### config.mk
export PLATFORM = sky130hd
export DESIGN_NAME = mult_seq_ctrl
export DESIGN_NICKNAME = d
export VERILOG_FILES = /design/src/rtl/mult_seq_ctrl.sv
export SDC_FILE = /design/constraint.sdc
export NUM_CORES = 1
export LEC_CHECK = 0
export CORE_ASPECT_RATIO = 1.1
export CORE_MARGIN = 3
export CORE_UTILIZATION = 63
export DETAILED_ROUTE_END_ITERATION = 7
export DONT_BUFFER_PORTS = 1
export MAX_ROUTING_LAYER = met4
export PLACE_DENSITY = 0.85
export SETUP_SLACK_MARGIN = 0.3
export SYNTH_ARGS = -nofsm -noshare
export SYNTH_HDL_FRONTEND = slang
export SYNTH_SLANG_ARGS = --single-unit
### constraint.sdc
create_clock -name CLOCK_50 -period 2.7 [get_ports CLOCK_50]
set_input_delay 0.135 -clock CLOCK_50 [delete_from_list [all_inputs] [get_ports CLOCK_50]]
set_output_delay 0.135 -clock CLOCK_50 [all_outputs]
set_load 0.005 [all_outputs]
### src/rtl/mult_seq_ctrl.sv
// mult_seq_ctrl: shift-and-add 8x8 multiplier controller with one shared adder and a Start/Done handshake
// Optional build macro EARLY_EXIT_EN: finish as soon as the remaining multiplier bits are all zero.
module mult_seq_ctrl #(
    parameter int WIDTH = 8
) (
    input  logic               CLOCK_50,
    input  logic               Reset,
    input  logic               Start,
    input  logic [WIDTH-1:0]   OperandA,
    input  logic [WIDTH-1:0]   OperandB,
    output logic               Busy,
    output logic               Done,
    output logic [2*WIDTH-1:0] Product,
    output logic [3:0]         IterCount
);
    typedef enum logic [1:0] {IDLE, RUN, DONE} state_t;

    state_t             state_q, state_d;
    logic [2*WIDTH-1:0] mcand_q, mcand_d;
    logic [WIDTH-1:0]   mplier_q, mplier_d;
    logic [2*WIDTH-1:0] acc_q, acc_d;
    logic [3:0]         idx_q, idx_d;
    logic [2*WIDTH-1:0] product_q, product_d;
    logic [3:0]         iter_q, iter_d;
    logic [2*WIDTH-1:0] acc_n;
    logic [WIDTH-1:0]   mplier_n;
    logic [3:0]         idx_n;
    logic               nz, fin;

    // State and datapath registers, all cleared by reset
    always_ff @(posedge CLOCK_50) begin
        if (Reset) begin
            state_q   <= IDLE;
            mcand_q   <= '0;
            mplier_q  <= '0;
            acc_q     <= '0;
            idx_q     <= '0;
            product_q <= '0;
            iter_q    <= '0;
        end else begin
            state_q   <= state_d;
            mcand_q   <= mcand_d;
            mplier_q  <= mplier_d;
            acc_q     <= acc_d;
            idx_q     <= idx_d;
            product_q <= product_d;
            iter_q    <= iter_d;
        end
    end

    // One shift-and-add iteration and the register updates it implies
    always_comb begin
        nz       = (OperandA != '0) && (OperandB != '0);
        acc_n    = mplier_q[0] ? acc_q + mcand_q : acc_q;
        mplier_n = mplier_q >> 1;
        idx_n    = idx_q + 4'd1;
`ifdef EARLY_EXIT_EN
        fin      = (idx_n == 4'(WIDTH)) || (mplier_n == '0);
`else
        fin      = (idx_n == 4'(WIDTH));
`endif
        mcand_d   = mcand_q;
        mplier_d  = mplier_q;
        acc_d     = acc_q;
        idx_d     = idx_q;
        product_d = product_q;
        iter_d    = iter_q;
        if (state_q == IDLE && Start) begin
            if (nz) begin
                mcand_d  = {{WIDTH{1'b0}}, OperandA};
                mplier_d = OperandB;
                acc_d    = '0;
                idx_d    = '0;
            end else begin
                product_d = '0;
                iter_d    = '0;
            end
        end else if (state_q == RUN) begin
            mcand_d  = mcand_q << 1;
            mplier_d = mplier_n;
            acc_d    = acc_n;
            idx_d    = idx_n;
            if (fin) begin
                product_d = acc_n;
                iter_d    = idx_n;
            end
        end
    end

    // Next-state: DONE holds while Start is still high to block auto-retrigger
    always_comb begin
        state_d = state_q;
        unique case (state_q)
            IDLE:    state_d = Start ? (nz ? RUN : DONE) : IDLE;
            RUN:     state_d = fin ? DONE : RUN;
            DONE:    state_d = Start ? DONE : IDLE;
            default: state_d = IDLE;
        endcase
    end

    // Handshake outputs decoded from the state register
    always_comb begin
        Busy      = (state_q == RUN);
        Done      = (state_q == DONE);
        Product   = product_q;
        IterCount = iter_q;
    end
endmodule
# After elaboration in Yosys (flattened, before gate mapping)
# Index checks and enable logic that the tools add are counted.
[classes] mux=26 n_eq_ne=5 n_addsub=2 n_reduce_logical=9
[op_table] cell="$mux 16" n=11
[op_table] cell="$mux 4" n=7
[op_table] cell="$mux 8" n=3
[op_table] cell="$add 16x16->16" n=1
[op_table] cell="$reduce_bool 8->1" n=2
[op_table] cell="$mux 2" n=4
[op_table] cell="$pmux 2 s3" n=1
[op_table] cell="$add 4x1->4 const B" n=1
[op_table] cell="$eq 4x4->1 const B" n=1
[op_table] cell="$ne 2x2->1 const B" n=2
[op_table] cell="$reduce_bool 2->1" n=2
[op_table] cell="$reduce_and 3->1" n=1
[op_table] cell="$eq 2x1->1 const B" n=1
[op_table] cell="$eq 2x2->1 const B" n=1
[op_table] cell="$logic_and 1x1->1" n=2
[op_table] cell="$logic_not 2->1" n=1
[op_table] cell="$reduce_and 2->1" n=1
[word_totals] elab_cells=49 register_bits=66 input_bits=19 out_inout_bits=22

# Logic depth before layout (Yosys ltp)
# Gate-level depths: netlist (run 1).
[logic_depth] depth_word=5 mapped_depth=9 ltp_nobuf=9

# Least setup slack after synthesis (run 1)
# No wires, ideal clock.
[synth_timing] kind="register -> register" start="register mcand_q[0]" end="register product_q[14] (netlist: Product[14])" required_ns=2.566 stages_incl_launch_ff=10 arrival_time_ns=2.173 setup_slack_ns=0.393 setup_ns=0.134 synth_period_minus_slack_ns=2.307 cell_sequence="dfxtp_1 ha_1 fa_1 a21oi_1 o21ai_1 a21o_1 a32o_2 a221oi_2 or4b_1 o211ai_1"
[synth_via] elab_chain_len=5
[synth_rtl] element="start: declaration" line="19" source="logic [2*WIDTH-1:0] mcand_q, mcand_d;"
[synth_rtl] element="start signal: assignment" line="42" source="mcand_q <= mcand_d;"
[synth_rtl] element="$add 16x16->16" line="54" source="acc_n = mplier_q[0] ? acc_q + mcand_q : acc_q;"
[synth_rtl] element="$mux 16" line="54"
[synth_rtl] element="$mux 16" line="83" source="if (fin) begin"
[synth_rtl] element="$mux 16" line="78" source="end else if (state_q == RUN) begin"
[synth_rtl] element="$mux 16" line="68" source="if (state_q == IDLE && Start) begin"
[synth_rtl] element="end signal: assignment" line="46" source="product_q <= product_d;"
[synth_rtl] element="end: declaration" line="23" source="logic [2*WIDTH-1:0] product_q, product_d;"
# No other way between the ends. The select of a mux whose other input is x is not followed.
# A chain may end at the register's enable or synchronous reset.

# Final worst setup path (run 1)
# Ends and elaborated chain as after synthesis.

==> results of run 1 <==
==> worst max-delay path by stage <==
stage,from,to,slack [ps],cells past startpoint
6_report,mcand_q[0],Product[14],310,9
5_1_grt,mcand_q[0],acc_q[14],250,9
4_1_cts,mcand_q[0],Product[14],310,9
3_5_place_dp,mcand_q[0],Product[14],210,9
3_3_place_gp,mcand_q[0],acc_q[14],270,9
2_1_floorplan,mcand_q[0],Product[14],390,9
==> stage by stage <==
stage / hold WS, ps / instances
after global placement: 209 / 511
after detailed placement: 212 / 511
final: 25.1 / 548
after global routing: 30.8 / 548
after CTS: 8.09 / 546
after floorplan: 287 / 455
==> Yosys cell counts, drive strengths merged, types with 2 or more instances <==
library cell  number  area (sq um)
o21ai             15          75.1
a21o               6          45.0
mux2i              4          40.0
nor3               7          35.0
nor2              38           150
nand4              2          12.5
and3b              2          18.8
a311oi            17           149
and3               7          43.8
xnor2              4          35.0
inv                7          26.3
nand3b             6          45.0
nand3             21           110
a31oi              2          12.5
o21bai             3          22.5
a21boi             2          15.0
nand2             97           364
and4               2          18.8
a41oi              2          17.5
o211ai             5          37.5
buf               11          71.3
nor2b              3          21.3
o31ai              4          35.0
o2111ai            2          23.8
a221oi             2          23.8
clkbuf            16          70.1
xor2               5          43.8
nor4               5          31.3
ha                17           213
a32oi              2          17.5
or3                5          32.5
dfxtp             66          1320
a211oi             5          42.5
a21oi             52           268
==> logic make-up after synthesis <==
kind of cell,Yosys count,synth area share (%)
AND/OR/NAND/NOR,198,25.1
AO/OA/AOI/OAI,125,23.9
flip-flops,66,36.5
buffers and inverters,35,4.74
adder cells (fa/ha/maj),18,6.43
XOR/XNOR,9,2.18
multiplexers,4,1.11
==> cell type report <==
cell class,instances,area (sq um)
Fill cell,406,1290
Clock inverter,7,93.8
Sequential cell,66,1330
Multi-Input combinational cell,354,2230
Inverter,8,30.0
Timing Repair Buffer,29,283
Tap cell,75,93.8
Clock buffer,9,124
==> worst register-to-register path, delay by kind of cell, from the launching register on <==
| kind | cells | cell delay, ps |
|---|---|---|
| AO/OA/AOI/OAI | 6 | 1150 |
| adder cells (fa/ha/maj) | 2 | 580 |
| AND/OR/NAND/NOR | 1 | 190 |
| flip-flops | 1 | 350 |
==> state kept, by name (all words and copies together), names as in the netlist <==
| name | count |
|---|---|
| Product | 16 |
| IterCount | 4 |
| mplier_q | 8 |
| state_q | 2 |
| acc_q | 16 |
| idx_q | 4 |
| mcand_q | 16 |
==> power breakdown <==
part	internal (mW)	leakage [nW]	switching, mW
clock network	0.518	0.105	0.414
logic	0.0967	0.934	0.165
registers	1.00	0.538	0.0294
==> layer usage <==
metal / part of all wire, % / routed length [um] / vias to the layer above
met5: 0 / 0 / -
met2: 48 / 4730 / 149
li1: - / - / 1666
met3: 6.6 / 646 / 25
met4: 2.8 / 275 / 0
met1: 42 / 4100 / 1683
==> cells in the final DEF, fill, tap and decap left out, types with 5 or more instances in the layout <==
cell and count:
sky130_fd_sc_hd__dfxtp_1 62, sky130_fd_sc_hd__and3_1 7, sky130_fd_sc_hd__inv_1 6, sky130_fd_sc_hd__o211ai_1 5, sky130_fd_sc_hd__nand3b_1 6, sky130_fd_sc_hd__nor2_1 37, sky130_fd_sc_hd__clkbuf_8 9, sky130_fd_sc_hd__buf_4 10
sky130_fd_sc_hd__a21o_1 6, sky130_fd_sc_hd__ha_1 11, sky130_fd_sc_hd__a311oi_1 17, sky130_fd_sc_hd__nand3_1 20, sky130_fd_sc_hd__dlygate4sd3_1 18, sky130_fd_sc_hd__nand2_1 97, sky130_fd_sc_hd__a21oi_1 47, sky130_fd_sc_hd__nor4_1 5
sky130_fd_sc_hd__o21ai_0 13, sky130_fd_sc_hd__nor3_1 5, sky130_fd_sc_hd__xor2_1 5
==> repair_timing <==
item | in CTS | in global routing
gates resized for setup | 3 | 19
pin swaps | 0 | 11
endpoints found under the setup margin | 6 | 14
buffers inserted | 0 | 2
hold buffers | 19 | 0
hold endpoints to repair | 62 | 0
==> impl_results.md, run 1 <==
- Rel. slew slack: 55.8%
- Cells along the critical path: ha_4 -> fa_2 -> a21oi_2 -> o21ai_2 -> a21o_1 -> a32o_2 -> a221oi_4 -> or4b_4 -> o211ai_1
- Global-route wire length before repair: 15,600 um
- Maximum operating frequency: 419 MHz
- Number of buffers and inverters on the critical path: 0
- Endpoints failing setup: 0
- Setup slack at placement: 208 ps
- Post-Synthesis Mean Instance Area: 7.95 sq um
- Total wirelength of the detailed-routed design: 9760 um
- NumNets Final: 505
- First drt pass iteration count: 5
- Peak supply drop: 0.000579 V
- DIE AREA: 6690 sq um
- Initial antenna violation count: 0
- Path type of the worst min-delay path: input pin to flop
- Die extent in y: 85.5 um
- Tightest Pin Transition: 662 ps
- Type of destination of the critical path: flop
- Pwr Density: 533 nW/um^2
- Cts bufs inserted: 9
- Clk pin slew, worst setup/hold paths: 80 ps
- Final cycle utilization of the critical path: 88.4%
- Global-route total usage across every layer: 30.5%
- Clock tree from TritonCTS: yes
- GR peak layer: met2
- Category of the most critical setup path: flop to flop
- Peak per-stage delay on the critical path: 410 ps
- Proportion of layout cells with a drive suffix above 1: 13.1%
- Worst flop-to-flop path startpoint: mcand_q[0]
- Cells after Synth: 455
- Destination of the worst register-to-register timing path: Product[14]
- Number of max-capacitance violations reported: 0
- Synth Cell Area: 3620 sq um
- Result of the run: complete, no violations
- Synthesis-to-layout area growth: 15.5%
- Fin area: 4180 sq um
- Sink of the worst hold path: acc_q[11]
- Routed vias/inst: 6.43
- Time the worst path needs with I/O delays and setup: 2390 ps
- Share of synthesized flip-flops with an asynchronous set or reset: 0%
- Post-detailed-route wirelength per cell: 17.8 um
- M2 GR Usage: 49.8%
- Primary flip-flop cell chosen by synthesis mapping: sky130_fd_sc_hd__dfxtp_1
- Worst reg2reg setup slack: 310 ps
- CP startpoint kind: flop
- Core Footprint: 5470 sq um
- Residual DRC: 0
- Area of placed instances: 3650 sq um
- Critical hold path startpoint: Reset
- YS warnings: 0
- Initial cell density of the core: 66.2%
- Vias in the first global route: 3,298
- Sequential share of the synthesized area: 36.5%
- Met3 track demand over resource in global routing: 7.43%
- Mapped Nets: 492
- Setup clock skew after layout: 9.68 ps
- Post-route setup TNS: 0 ps
- Gate family responsible for the most delay along the worst path: compound AO/OA/AOI/OAI gates
- Final weighted congestion in routability-driven placement: 1.07
- Final HPWL from detailed placement: 6280 um
- Number of levels in the clock H-tree: 3
- Signal arrival time at the worst endpoint: 2620 ps
- Total vias in the final route: 3,523
- Unrepaired setup endpoints after global routing: true
- Grt met1 use: 35.9%
- Number of library cell types mapped by synthesis: 63
- Data required time at the worst endpoint: 2930 ps
- Number of cells traversed by the worst register-to-register path: 9
- Clock Sink Count: 66
- Maximum count of clock buffers along a single path: 2
- Post-layout util: 76.4%
- Worst hold path stage count: 3
- Post-detailed-route count of antenna-violating nets: 0
- X dimension of the die: 78.2 um
- Leakage dissipation: 1.58 nW
- Largest net degree at the start of global routing: 67
- Pwr Total: 2.23 mW
- Total congestion overflow: 0
- Total I/O pin count: 41
- Violation count after the first detailed-routing iteration: 195
- Row cnt: 28
- Number of hold violations in the final report: 0
- Antenna diode instance count: 0
- Post-synthesis sequential element count: 66
- Insertion delay of the later-clocked pin in the worst-skew pair: 350 ps
- Maximum fanout encountered on the critical timing path: 4
- EDFF count, synth: 0
- Pins Over Slew Limit: 0
- Buffers added on ports: 0
- Smallest setup slack after layout: 314 ps
- Critical-path top delay cell: sky130_fd_sc_hd__fa_2
- Clk root buf: sky130_fd_sc_hd__clkbuf_8
Power figures use the tool's default switching activity.
==> inputs of run 2 (changes only) <==
- CELL_PAD_IN_SITES_DETAIL_PLACEMENT: not set -> 0
- CELL_PAD_IN_SITES_GLOBAL_PLACEMENT: not set -> 2
- CORE_UTILIZATION: 63 -> 37
- PLACE_DENSITY: 0.85 -> 0.84
==> impl_results.md, run 2 (synthesis gave the netlist of run 1 again) <==
- First drt pass iteration count: 4 (was 5)
- Residual DRC: 0 (unchanged)
- Proportion of layout cells with a drive suffix above 1: 11.8% (was 13.1%)
- Synthesis-to-layout area growth: 16.2% (was 15.5%)
- Pwr Total: 2.13 mW (was 2.23 mW)
- Clock tree from TritonCTS: yes (unchanged)
- Die extent in y: 110 um (was 85.5 um)
- Insertion delay of the later-clocked pin in the worst-skew pair: 350 ps (about the same)
- Total vias in the final route: 3,281 (was 3,523)
- Type of destination of the critical path: flop (unchanged)
- Setup slack at placement: 168 ps (was 208 ps)
- Sink of the worst hold path: acc_q[9] (was acc_q[11])
- Timing startpoint of the critical path: mcand_q[0] (unchanged)
- Clk root buf: sky130_fd_sc_hd__clkbuf_8 (unchanged)
- Number of cells traversed by the worst register-to-register path: 9 (unchanged)
- NumNets Final: 506 (was 505)
- Destination of the worst register-to-register timing path: Product[14] (unchanged)
- Post-route setup TNS: 0 ps (unchanged)
- Final weighted congestion in routability-driven placement: 0.844 (was 1.07)
- Final cycle utilization of the critical path: 87.7% (was 88.4%)
- Largest net degree at the start of global routing: 68 (was 67)
- Tightest Pin Transition: 526 ps (was 662 ps)
- Maximum count of clock buffers along a single path: 2 (unchanged)
- Worst reg2reg setup slack: 330 ps (was 310 ps)
- Time the worst path needs with I/O delays and setup: 2370 ps (was 2390 ps)
- Total congestion overflow: 0 (unchanged)
- Area of placed instances: 3740 sq um (was 3650 sq um)
- Pins Over Slew Limit: 0 (unchanged)
- Buffers added on ports: 0 (unchanged)
- DIE AREA: 11,000 sq um (was 6690 sq um)
- Post-detailed-route wirelength per cell: 16.9 um (was 17.8 um)
- Number of max-capacitance violations reported: 0 (unchanged)
- Total I/O pin count: 41 (unchanged)
- Cts bufs inserted: 9 (unchanged)
- Setup clock skew after layout: 13.8 ps (was 9.68 ps)
- Antenna diode instance count: 0 (unchanged)
- Category of the most critical setup path: flop to flop (unchanged)
- Fin area: 4200 sq um (was 4180 sq um)
- Post-layout util: 44.5% (was 76.4%)
- Clock Sink Count: 66 (unchanged)
- Result of the run: complete, no violations (unchanged)
- Path type of the worst min-delay path: input pin to flop (unchanged)
- Data required time at the worst endpoint: 2930 ps (about the same)
- Maximum operating frequency: 422 MHz (was 419 MHz)
- X dimension of the die: 100 um (was 78.2 um)
- Maximum fanout encountered on the critical timing path: 3 (was 4)
- Peak supply drop: 0.000275 V (was 0.000579 V)
- Endpoints failing setup: 0 (unchanged)
- Signal arrival time at the worst endpoint: 2600 ps (was 2620 ps)
- Unrepaired setup endpoints after global routing: true (unchanged)
- Core Footprint: 9440 sq um (was 5470 sq um)
- Smallest setup slack after layout: 332 ps (was 314 ps)
- Vias in the first global route: 3,126 (was 3,298)
- Most frequent standard cell in the layout excluding fill and tap cells: sky130_fd_sc_hd__nand2_1 (unchanged)
- Worst flop-to-flop path startpoint: mcand_q[0] (unchanged)
- Final Non-Filler Cells: 590 (was 548)
- Leakage dissipation: 1.59 nW (was 1.58 nW)
- Commonest cells after routing, fill and taps aside: sky130_fd_sc_hd__nand2_1 (97), sky130_fd_sc_hd__dfxtp_1 (64), sky130_fd_sc_hd__a21oi_1 (47), sky130_fd_sc_hd__nor2_1 (37), sky130_fd_sc_hd__nand3_1 (20) (was sky130_fd_sc_hd__nand2_1 (97), sky130_fd_sc_hd__dfxtp_1 (62), sky130_fd_sc_hd__a21oi_1 (47), sky130_fd_sc_hd__nor2_1 (37), sky130_fd_sc_hd__nand3_1 (20))
- Routed vias/inst: 5.56 (was 6.43)
- Worst hold path stage count: 3 (unchanged)
- Global-route wire length before repair: 15,900 um (was 15,600 um)
- Number of levels in the clock H-tree: 3 (unchanged)
- Rel. slew slack: 64.9% (was 55.8%)
- Critical hold path startpoint: Reset (unchanged)
- Initial cell density of the core: 38.3% (was 66.2%)
- Worst hold slack: 42.0 ps (was 25.1 ps)
- Post-detailed-route count of antenna-violating nets: 0 (unchanged)
- Clk pin slew, worst setup/hold paths: 80 ps (about the same)
- Violation count after the first detailed-routing iteration: 216 (was 195)
- Pwr Density: 506 nW/um^2 (was 533 nW/um^2)
- Placed cell count: 555 (was 511)
- Initial antenna violation count: 0 (unchanged)
- Row cnt: 37 (was 28)
- Fillers: 966 (was 406)
- Number of hold violations in the final report: 0 (unchanged)
- Global-route total usage across every layer: 19.0% (was 30.5%)
- Total wirelength of the detailed-routed design: 9950 um (was 9760 um)
- Final HPWL from detailed placement: 6740 um (was 6280 um)
- CP startpoint kind: flop (unchanged)
-- run 2: changes by cell type in the layout (fill, tap and decap cells not counted), moves of 2 or more --
cell	change
sky130_fd_sc_hd__dfxtp_2	-3
sky130_fd_sc_hd__clkbuf_1	+2
sky130_fd_sc_hd__dfxtp_1	+2
sky130_fd_sc_hd__buf_12	+2
sky130_fd_sc_hd__clkinvlp_4	-2
sky130_fd_sc_hd__ha_1	+2
sky130_fd_sc_hd__ha_4	-2
-- run 2: worst max-delay path by stage --
stage,end,slack [ps],depth (start not counted)
final,Product[14],330,9
after floorplan,Product[14],390,9
after CTS,acc_q[14],310,9
after global routing,acc_q[14],230,9
after global placement,acc_q[14],220,9
after detailed placement,acc_q[14],170,9
-- run 2: metal layers --
layer	GRT usage, %	vias to the layer above	wire (um)
met5	-	-	0
met4	6.06	0	149
met3	3.24	11	393
met2	29.8	56	4670
met1	25.2	1549	4740
li1	-	1665	-
-- run 2: worst max-delay path: stages, from the launching register on --
cell	delay (ps)
sky130_fd_sc_hd__dfxtp_4	350
sky130_fd_sc_hd__ha_4	160
sky130_fd_sc_hd__fa_2	390
sky130_fd_sc_hd__a21oi_2	180
sky130_fd_sc_hd__o21ai_2	90
sky130_fd_sc_hd__a21o_1	210
sky130_fd_sc_hd__a32o_2	310
sky130_fd_sc_hd__a221oi_4	310
sky130_fd_sc_hd__or4b_1	170
sky130_fd_sc_hd__o211ai_1	80
-- run 2: area by class of cell --
class                      count  area, sq um  share of cell area, %
sequential                    66         1330                   31.5
timing repair buffer          30          313                   7.44
clock inverter                 3         40.0                  0.952
inverter                       8         30.0                  0.714
multi-input combinational    354         2200                   52.4
tap                          117          146                   3.48
clock buffer                  12          145                   3.45
-- run 2: report_power, final --
part	internal [mW]	total (mW)	switching, mW
clock network	0.445	0.828	0.383
logic	0.101	0.262	0.161
registers	1.00	1.03	0.0321
total	1.55	2.13	0.576
-- run 2: timing repair --
action	4_1_cts	5_1_grt
setup buffers	0	2
hold endpoints to repair	62	0
setup endpoints to repair	6	14
pin swaps	2	12
gates cloned	0	0
gates resized for setup	3	13
hold buffers	18	0
